--- src/rtl/max7219_pkg.sv ---
// Shared types and constants for the MAX7219 static frame loader.
// Latency: n/a (declarations only).
// Backpressure: n/a.
// Contents: loader FSM state enum, default frame header, bytes per RAM word.
package max7219_pkg;

  // Loader FSM states, in frame order.
  typedef enum logic [2:0] {
    IDLE   = 3'd0,
    LEN    = 3'd1,
    MSB    = 3'd2,
    LSB    = 3'd3,
    WR     = 3'd4,
    COMMIT = 3'd5,
    NOTIFY = 3'd6
  } t_loader_state;

  localparam logic [7:0] C_FRAME_HEADER = 8'hA5;
  localparam int         C_WORD_BYTES   = 2;

endpackage

--- src/rtl/max7219_loader_timeout.sv ---
// Inter-byte timeout: loadable down-counter, reloaded on clr, counts while en.
// Latency: expired is combinational from the counter, so the caller acts on the same edge.
// Backpressure: none; G_TIMEOUT_CYCLES=0 disables expiry entirely.
// Ports: clk, rst_n (sync, active low), clr (reload), en (count), expired (1-cycle pulse).
module max7219_loader_timeout #(
  parameter logic [31:0] G_TIMEOUT_CYCLES = 32'd100000
) (
  input  logic clk,
  input  logic rst_n,
  input  logic clr,
  input  logic en,
  output logic expired
);

  logic [31:0] remain;

  always_ff @(posedge clk) begin
    if (!rst_n) begin
      remain <= 32'd0;
    end else if (clr) begin
      remain <= G_TIMEOUT_CYCLES;
    end else if (en && (remain != 32'd0)) begin
      remain <= remain - 32'd1;
    end
  end

  // The edge that would take remain from 1 to 0 is the G_TIMEOUT_CYCLES-th
  // enabled edge since the reload; a reload on the same edge wins.
  assign expired = (G_TIMEOUT_CYCLES != 32'd0) && en && !clr && (remain == 32'd1);

endmodule

--- src/rtl/max7219_static_frame_loader.sv ---
// Frame loader: packs header/len/byte-pair stream into static RAM words, then publishes pointers.
// Latency: RAM write one cycle after the LSB byte; 3 cycles per word; ptr_val 1 cycle after busy drops.
// Backpressure: o_byte_ready drops during WR/COMMIT/NOTIFY; COMMIT stalls while i_static_busy is high.
// Ports: byte stream (i_byte_valid/i_byte/o_byte_ready), i_base_ptr, i_static_busy,
//        RAM port (o_me/o_we/o_addr/o_wdata), pointers (o_start_ptr/o_last_ptr/o_ptr_val),
//        o_new_display, o_busy, o_frame_err. All outputs registered.
module max7219_static_frame_loader
  import max7219_pkg::*;
#(
  parameter int          G_RAM_ADDR_WIDTH = 8,
  parameter int          G_RAM_DATA_WIDTH = 16,
  parameter logic [7:0]  G_HEADER         = C_FRAME_HEADER,
  parameter logic [31:0] G_TIMEOUT_CYCLES = 32'd100000
) (
  input  logic                        clk,
  input  logic                        rst_n,
  input  logic                        i_byte_valid,
  input  logic [7:0]                  i_byte,
  output logic                        o_byte_ready,
  input  logic [G_RAM_ADDR_WIDTH-1:0] i_base_ptr,
  input  logic                        i_static_busy,
  output logic                        o_me,
  output logic                        o_we,
  output logic [G_RAM_ADDR_WIDTH-1:0] o_addr,
  output logic [G_RAM_DATA_WIDTH-1:0] o_wdata,
  output logic [G_RAM_ADDR_WIDTH-1:0] o_start_ptr,
  output logic [G_RAM_ADDR_WIDTH-1:0] o_last_ptr,
  output logic                        o_ptr_val,
  output logic                        o_new_display,
  output logic                        o_busy,
  output logic                        o_frame_err
);

  t_loader_state               state;
  logic [G_RAM_ADDR_WIDTH-1:0] ptr;
  logic [G_RAM_ADDR_WIDTH-1:0] start_ptr;
  logic [G_RAM_ADDR_WIDTH-1:0] last_ptr;
  logic [7:0]                  cnt;
  logic [7:0]                  word_hi;
  logic                        byte_acc;
  logic                        tmo_en;
  logic                        tmo_exp;

  assign byte_acc = i_byte_valid & o_byte_ready;
  assign tmo_en   = (state == LEN) || (state == MSB) || (state == LSB);

  max7219_loader_timeout #(
    .G_TIMEOUT_CYCLES (G_TIMEOUT_CYCLES)
  ) u_timeout (
    .clk     (clk),
    .rst_n   (rst_n),
    .clr     (byte_acc),
    .en      (tmo_en),
    .expired (tmo_exp)
  );

  // ready/busy are registered from the next state so they line up with it.
  always_ff @(posedge clk) begin
    if (!rst_n) begin
      state         <= IDLE;
      ptr           <= '0;
      start_ptr     <= '0;
      last_ptr      <= '0;
      cnt           <= 8'd0;
      word_hi       <= 8'd0;
      o_byte_ready  <= 1'b1;
      o_me          <= 1'b0;
      o_we          <= 1'b0;
      o_addr        <= '0;
      o_wdata       <= '0;
      o_start_ptr   <= '0;
      o_last_ptr    <= '0;
      o_ptr_val     <= 1'b0;
      o_new_display <= 1'b0;
      o_busy        <= 1'b0;
      o_frame_err   <= 1'b0;
    end else begin
      o_me          <= 1'b0;
      o_we          <= 1'b0;
      o_addr        <= '0;
      o_wdata       <= '0;
      o_ptr_val     <= 1'b0;
      o_new_display <= 1'b0;
      o_frame_err   <= 1'b0;

      case (state)
        IDLE: begin
          if (byte_acc) begin
            if (i_byte == G_HEADER) begin
              ptr       <= i_base_ptr;
              start_ptr <= i_base_ptr;
              state     <= LEN;
              o_busy    <= 1'b1;
            end else begin
              o_frame_err <= 1'b1;
            end
          end
        end

        LEN: begin
          if (byte_acc) begin
            if (i_byte == 8'd0) begin
              o_frame_err <= 1'b1;
              state       <= IDLE;
              o_busy      <= 1'b0;
            end else begin
              cnt   <= i_byte;
              state <= MSB;
            end
          end else if (tmo_exp) begin
            o_frame_err <= 1'b1;
            state       <= IDLE;
            o_busy      <= 1'b0;
          end
        end

        MSB: begin
          if (byte_acc) begin
            word_hi <= i_byte;
            state   <= LSB;
          end else if (tmo_exp) begin
            o_frame_err <= 1'b1;
            state       <= IDLE;
            o_busy      <= 1'b0;
          end
        end

        LSB: begin
          if (byte_acc) begin
            // Present the write now so it is on the RAM port for the WR cycle.
            o_me         <= 1'b1;
            o_we         <= 1'b1;
            o_addr       <= ptr;
            o_wdata      <= G_RAM_DATA_WIDTH'({word_hi, i_byte});
            state        <= WR;
            o_byte_ready <= 1'b0;
          end else if (tmo_exp) begin
            o_frame_err <= 1'b1;
            state       <= IDLE;
            o_busy      <= 1'b0;
          end
        end

        WR: begin
          ptr <= ptr + 1'b1;
          cnt <= cnt - 8'd1;
          if (cnt == 8'd1) begin
            last_ptr <= ptr;
            state    <= COMMIT;
          end else begin
            state        <= MSB;
            o_byte_ready <= 1'b1;
          end
        end

        COMMIT: begin
          if (!i_static_busy) begin
            o_ptr_val   <= 1'b1;
            o_start_ptr <= start_ptr;
            o_last_ptr  <= last_ptr;
            state       <= NOTIFY;
          end
        end

        NOTIFY: begin
          o_new_display <= 1'b1;
          state         <= IDLE;
          o_byte_ready  <= 1'b1;
          o_busy        <= 1'b0;
        end

        default: begin
          state        <= IDLE;
          o_byte_ready <= 1'b1;
          o_busy       <= 1'b0;
        end
      endcase
    end
  end

endmodule
--- config.mk ---
export PLATFORM = sky130hd
export DESIGN_NAME = max7219_static_frame_loader
export DESIGN_NICKNAME = d
export VERILOG_FILES = /design/src/rtl/max7219_pkg.sv /design/src/rtl/max7219_loader_timeout.sv /design/src/rtl/max7219_static_frame_loader.sv
export SDC_FILE = /design/constraint.sdc
export NUM_CORES = 1
export LEC_CHECK = 0
export ABC_AREA = 1
export BUFFER_PORTS_ARGS = -buffer_cell sky130_fd_sc_hd__clkbuf_2
export CAP_MARGIN = 15
export CORE_ASPECT_RATIO = 1.5
export CORE_MARGIN = 2
export CORE_UTILIZATION = 50
export CTS_CLUSTER_SIZE = 8
export DETAILED_ROUTE_END_ITERATION = 7
export MAX_ROUTING_LAYER = met4
export PLACE_DENSITY = 0.7
export SYNTH_ARGS = -nofsm -noshare
export SYNTH_HDL_FRONTEND = slang
export SYNTH_SLANG_ARGS = --single-unit
--- constraint.sdc ---
create_clock -name clk -period 3.5 [get_ports clk]
set_input_delay 0.7 -clock clk [delete_from_list [all_inputs] [get_ports clk]]
set_output_delay 0.7 -clock clk [all_outputs]
set_load 0.02 [all_outputs]
==> impl_metrics.toml, run 1 <==
[timing]
max_freq_mhz = 445.1
hold_violations = 0
setup_viol = 0
relSlewSlack = 0.3768
tightest_slew_ns = 0.9338
skew_ns = 0.007658
finalCritPeriodShare = 0.6420
rsz0062_at_grt = "false"
tns_ns = 0
drv_slew = 0
period_needed_ns = 2.247

[layout]
n_antenna_cell = 0
layout-drive-gt1-share = 0.1543
fin_nets = 946
area_growth_pct = 16.62
final_cell_area_mm2 = 0.006769

[clock_tree]
clockBufferDepth = 2
clk_latency_ns = 0.42
path_clk_slew_ns = 0.06
hold_buffers = 0
cts_resized = 0
cts_tree = "yes"
cts.sinks = 121
htreeDepth = 4
post_cts_buffers = 0
cts-root-buf = "clkbuf_16"
cts_buffers = 17

[synth]
syn-cell-area_mm2 = 0.005804
syn_area_per_cell_um2 = 6.765
netlist_instances = 858
seq_area_frac_synth = 0.4173
synth_cell_types = 42
syn-num-nets = 884
synth_warnings = 0
ys_ff_latch = 121

[drt]
vias = 5549
first_pass_iters = 5
via_per_inst = 5.124
avgRoutedWirePerCell_um = 13.85
remaining_drc_errors = 0
drtIter0Drc = 233
ant_nets = 0
routed_wl_um = 15000

[grt]
grt_max_degree = 51
grt_overflow = 0
grt_pass1_wl_um = 24520
grt_usage = 0.2550
grt_antenna_before_repair = 0
grt_pass1_vias = 5231

[power_and_ir_drop]
p_per_area_mw_per_mm2 = 485.0
ir_worst_vdd_uv = 315.2
total_leakage_power_nw = 3.137

[setup_path]
crit_path_start_kind = "input port"
path_max_fanout = 23
end_kind = "flip-flop"
cp.required_ns = 3.83
crit_type = "in -> reg"
worst-r2r-cell-count = 5
cp.arrival_ns = 2.58

[outcome]
status = "complete, no violations"

[floorplanning]
ios = 67
dieArea_mm2 = 0.01250
core_area_mm2 = 0.01141
start_util = 0.5087
die_h_um = 136.0
fp.dieW_um = 91.97
row_count = 48

[run]
cap_violations = 0

[min_path]
min_path_cells = 2
hold_class = "reg -> reg"

[placement]
dpl_cell_area_mm2 = 0.006191
hpwlAfterDp_um = 10760
place_congestion = 0.9173
numPortBuffers = 66
placed cells by master (no fill, tap or decap), types with 7 or more instances in the layout:
cell / instances
inv_2: 11
o21ai_0: 56
a21oi_1: 58
nand2_1: 202
clkbuf_2: 66
o21ai_1: 7
nand3_1: 43
nand2_2: 11
nor2_1: 175
nor3_1: 7
nand4_1: 7
xnor2_1: 8
dfxtp_1: 121
inv_1: 77
clkbuf_16: 17
where the power goes:
group / switching, W / internal (W) / total [W]
registers: 0.00000643 / 0.00138 / 0.00139
logic: 0.000118 / 0.0000546 / 0.000172
clock network: 0.000703 / 0.00102 / 0.00172
total: 0.000827 / 0.00246 / 0.00328
state kept, by name, indices dropped and copies added, names as in the netlist, 3 cells and up:
signal            flops
u_timeout.remain     32
start_ptr             8
o_start_ptr           8
word_hi               8
ptr                   8
o_addr                8
state                 3
o_wdata              16
o_last_ptr            8
cnt                   8
last_ptr              8
per-stage QoR:
stage	hold slack [ns]	std cells	worst slack [ns]	utilization	power (W)
global route	0.4509	1083	1.040	0.5932	0.003370
finish	0.4404	1083	1.253	0.5932	0.003283
CTS	0.4442	1083	1.316	0.5932	0.003304
floorplan	0.4160	858	1.780	-	0.001541
global placement	0.4289	1051	0.9842	0.5425	0.001590
detailed placement	0.4319	1051	0.8653	0.5425	0.001590
path summary, 6_finish.rpt:
path	from	endpoint	slack (ns)
worst max-delay path	i_byte_valid	u_timeout.remain[22]	1.25
worst min-delay path	word_hi[7]	o_wdata[15]	0.44
worst max register to register	o_byte_ready	u_timeout.remain[22]	1.25
worst min register to register	word_hi[7]	o_wdata[15]	0.44
critical path, cell delays in order:
cell	delay (ns)
clkbuf_2	0.08
nand2_1	0.43
inv_1	0.28
nor2_1	0.30
inv_1	0.47
a21oi_1	0.29
kinds of logic after synthesis:
| kind of cell | after synthesis | share of synthesized area |
|---|---|---|
| simple gates | 464 | 0.3365 |
| compound gates | 137 | 0.1268 |
| flops | 121 | 0.4173 |
| buf+inv | 115 | 0.08364 |
| xor+xnor | 14 | 0.02113 |
| fa+ha+maj | 6 | 0.01293 |
| mux | 1 | 0.001725 |
layer usage:
metal | vias to the layer above | GRT usage | routed length, um
met5 | - | - | 0
met1 | 2502 | 0.2679 | 5868
li1 | 2846 | - | -
met2 | 151 | 0.4506 | 7892
met3 | 50 | 0.04656 | 602
met4 | 0 | 0.1393 | 640
layout make-up:
| type | instances | area, um2 |
|---|---|---|
| Fill cell | 1119 | 4642 |
| Clock buffer | 19 | 442.9 |
| Sequential cell | 121 | 2422 |
| Timing Repair Buffer | 68 | 345.3 |
| Tap cell | 150 | 187.7 |
| Clock inverter | 13 | 135.1 |
| Multi-Input combinational cell | 622 | 2897 |
| Inverter | 90 | 339.1 |
cells in the mapped netlist (all sizes together):
cell	n	area (um2)
nand2	215	858.3
nor2	186	755.7
dfxtp	121	2422
inv	88	330.3
a21oi	63	334.1
o21ai	63	315.3
nand3	43	215.2
buf	15	108.9
clkbuf	10	37.54
nor3	8	45.04
xnor2	8	70.07
nand4	7	43.79
ha	6	75.07
xor2	6	52.55
a211oi	2	20.02
a21boi	2	15.01
clkinv	2	8.750
nand3b	2	15.01
o211ai	2	15.01
or2	2	12.51
a22oi	1	7.510
a31oi	1	6.260
mux2i	1	10.01
nor3b	1	7.510
o21bai	1	7.510
o22ai	1	6.260
o2bb2ai	1	8.760
Power figures use the tool's default switching activity.
==> run 2: changes to the inputs <==
--- a/config.mk
+++ b/config.mk
@@ -14,7 +14,7 @@
 export CTS_CLUSTER_SIZE = 8
 export DETAILED_ROUTE_END_ITERATION = 7
 export MAX_ROUTING_LAYER = met4
-export PLACE_DENSITY = 0.7
+export PLACE_DENSITY = 0.73
 export SYNTH_ARGS = -nofsm -noshare
 export SYNTH_HDL_FRONTEND = slang
 export SYNTH_SLANG_ARGS = --single-unit
==> constraint.sdc (replaced) <==
create_clock -name clk -period 1.9 [get_ports clk]
set_input_delay 0.38 -clock clk [delete_from_list [all_inputs] [get_ports clk]]
set_output_delay 0.38 -clock clk [all_outputs]
set_load 0.02 [all_outputs]
==> impl_metrics.toml, run 2 (synthesized netlist as in run 1, its figures left out) <==
[timing]
tightest_slew_ns = 0.4309
max_freq_mhz = 572.3
drv_slew = 0
finalCritPeriodShare = 0.9197
hold_violations = 0
setup_viol = 0
relSlewSlack = 0.7117
skew_ns = 0.008987
rsz0062_at_grt = "false"
tns_ns = 0
hold_ws_ns = 0.2446
period_needed_ns = 1.747

[setup_path]
path_max_fanout = 26
crit_start = "u_timeout.remain[29]"
reg2reg_setup_slack_ns = 0.15
crit_chain = "nor2_1 -> nand2_1 -> nor2_2 -> nand2_2 -> inv_2 -> nand2_4 -> nand2_8 -> nand2_2 -> nor2_1 -> nor2_1 -> nor2_1"
cp.required_ns = 2.24
crit_path_start_kind = "flip-flop"
r2r-start = "u_timeout.remain[29]"
cp.arrival_ns = 2.08
worst-r2r-cell-count = 11
r2r-end = "u_timeout.remain[15]"
crit_type = "reg -> reg"
end_kind = "flip-flop"
critPathSlowestCell = "dfxtp_1"
cp_common_cell = "nor2_1"
cpPeakStageDelay_ns = 0.33

[drt]
drtIter0Drc = 292
avgRoutedWirePerCell_um = 13.88
first_pass_iters = 4
vias = 5708
via_per_inst = 5.170
routed_wl_um = 15320
remaining_drc_errors = 0
ant_nets = 0

[power_and_ir_drop]
p_per_area_mw_per_mm2 = 878.4
power.total_w = 0.006146
ir_worst_vdd_uv = 555.6
seq_power_share = 0.417
total_leakage_power_nw = 3.259
p_sw_frac = 0.2421
comb_power_share = 0.056
power.internal_w = 0.004658
power_switching_w = 0.001488
p_clk_frac = 0.527

[min_path]
hold_path_end = "start_ptr[3]"
min_from = "i_base_ptr[3]"
min_path_cells = 3
hold_class = "in -> reg"

[layout]
n_antenna_cell = 0
final_common_cell = "nand2_1"
layout-drive-gt1-share = 0.1834
largest_reg_flops = 32
final_cell_mix = "nand2_1 (201), nor2_1 (170), dfxtp_1 (120)"
largestRegisters = "u_timeout.remain x32, o_wdata x16"
fin_nets = 967
multi_input_area_mm2 = 0.002919
regMostFlops = "u_timeout.remain"
fillCellCount = 1122
instances_no_fill = 1104
seq_area_mm2 = 0.002424
area_growth_pct = 20.54

[outcome]
status = "complete, no violations"

[run]
cap_violations = 0

[clock_tree]
cts-root-buf = "clkbuf_16"
cts.sinks = 121
cts_tree = "yes"
clockBufferDepth = 2
cts_buffers = 17
clk_latency_ns = 0.41
path_clk_slew_ns = 0.06
htreeDepth = 4
hold_buffers = 0

[floorplanning]
dieArea_mm2 = 0.01250
ios = 67
fp.dieW_um = 91.97
start_util = 0.5087
core_area_mm2 = 0.01141
die_h_um = 136.0
row_count = 48

[grt]
grt_usage = 0.2638
grt_pass1_vias = 5645
grt_pass1_wl_um = 25540
grt_overflow = 0
grt_max_degree = 36
grt_antenna_before_repair = 0

[placement]
place_inst = 1072
numPortBuffers = 66
place_congestion = 1.002
hpwlAfterDp_um = 11290
## run 2: cell types whose count changed in the layout (fill, tap and decap cells not counted), moves of 2 or more
cell,change
buf_4,+19
nor2_1,-5
nor2_2,+4
buf_12,+2
clkinvlp_4,+2
## run 2: worst max-delay path by stage
stage,to,slack [ns]
2_1_floorplan,u_timeout.remain[16],0.28
4_1_cts,u_timeout.remain[16],0.07
5_1_grt,u_timeout.remain[15],0.002
3_3_place_gp,u_timeout.remain[16],0.14
3_5_place_dp,u_timeout.remain[30],0.07
6_report,u_timeout.remain[15],0.15
## run 2: cell type report
cell class                      instances  share of cell area
Inverter                               90             0.04846
Clock buffer                           18             0.06277
Multi-Input combinational cell        622              0.4172
Clock inverter                         14             0.02289
Timing Repair Buffer                   89             0.07546
Sequential cell                       121              0.3464
Tap cell                              150             0.02682
## run 2: power by group through the flow
| stage | clock [W] | sequential, W | combinational [W] |
|---|---|---|---|
| finish | 0.00324 | 0.00256 | 0.000345 |
| global route | 0.00339 | 0.00256 | 0.000384 |
| CTS | 0.00328 | 0.00256 | 0.000339 |
| detailed placement | 0 | 0.00262 | 0.000333 |
| global placement | 0 | 0.00262 | 0.000333 |
| floorplan | 0 | 0.00261 | 0.000225 |
## run 2: per-layer routing
| metal | vias up | part of all wire | track usage |
|---|---|---|---|
| met4 | 0 | 0.064 | 0.1808 |
| li1 | 2880 | - | - |
| met5 | - | 0 | - |
| met3 | 73 | 0.033 | 0.04157 |
| met2 | 164 | 0.53 | 0.4763 |
| met1 | 2591 | 0.37 | 0.2571 |
## run 2: critical path, delay by kind of cell (launching register included)
family                 cells  cell delay (ns)
AND/OR/NAND/NOR           10             1.23
buffers and inverters      1             0.09
flip-flops                 1             0.33
## run 2: through the flow
| stage | area (um2) | setup slack, ns | utilization |
|---|---|---|---|
| after floorplan | 5804 | 0.2832 | - |
| after global placement | 6374 | 0.1363 | 0.5586 |
| after detailed placement | 6374 | 0.07118 | 0.5586 |
| after CTS | 6973 | 0.06772 | 0.6111 |
| after global routing | 6997 | 0.002268 | 0.6132 |
| final | 6997 | 0.1526 | 0.6132 |
## run 2: what timing repair did
action                                  CTS  global route
setup buffers                             0             0
gates resized for setup                   0            10
endpoints found under the setup margin    0            12
hold endpoints to repair                  0             0
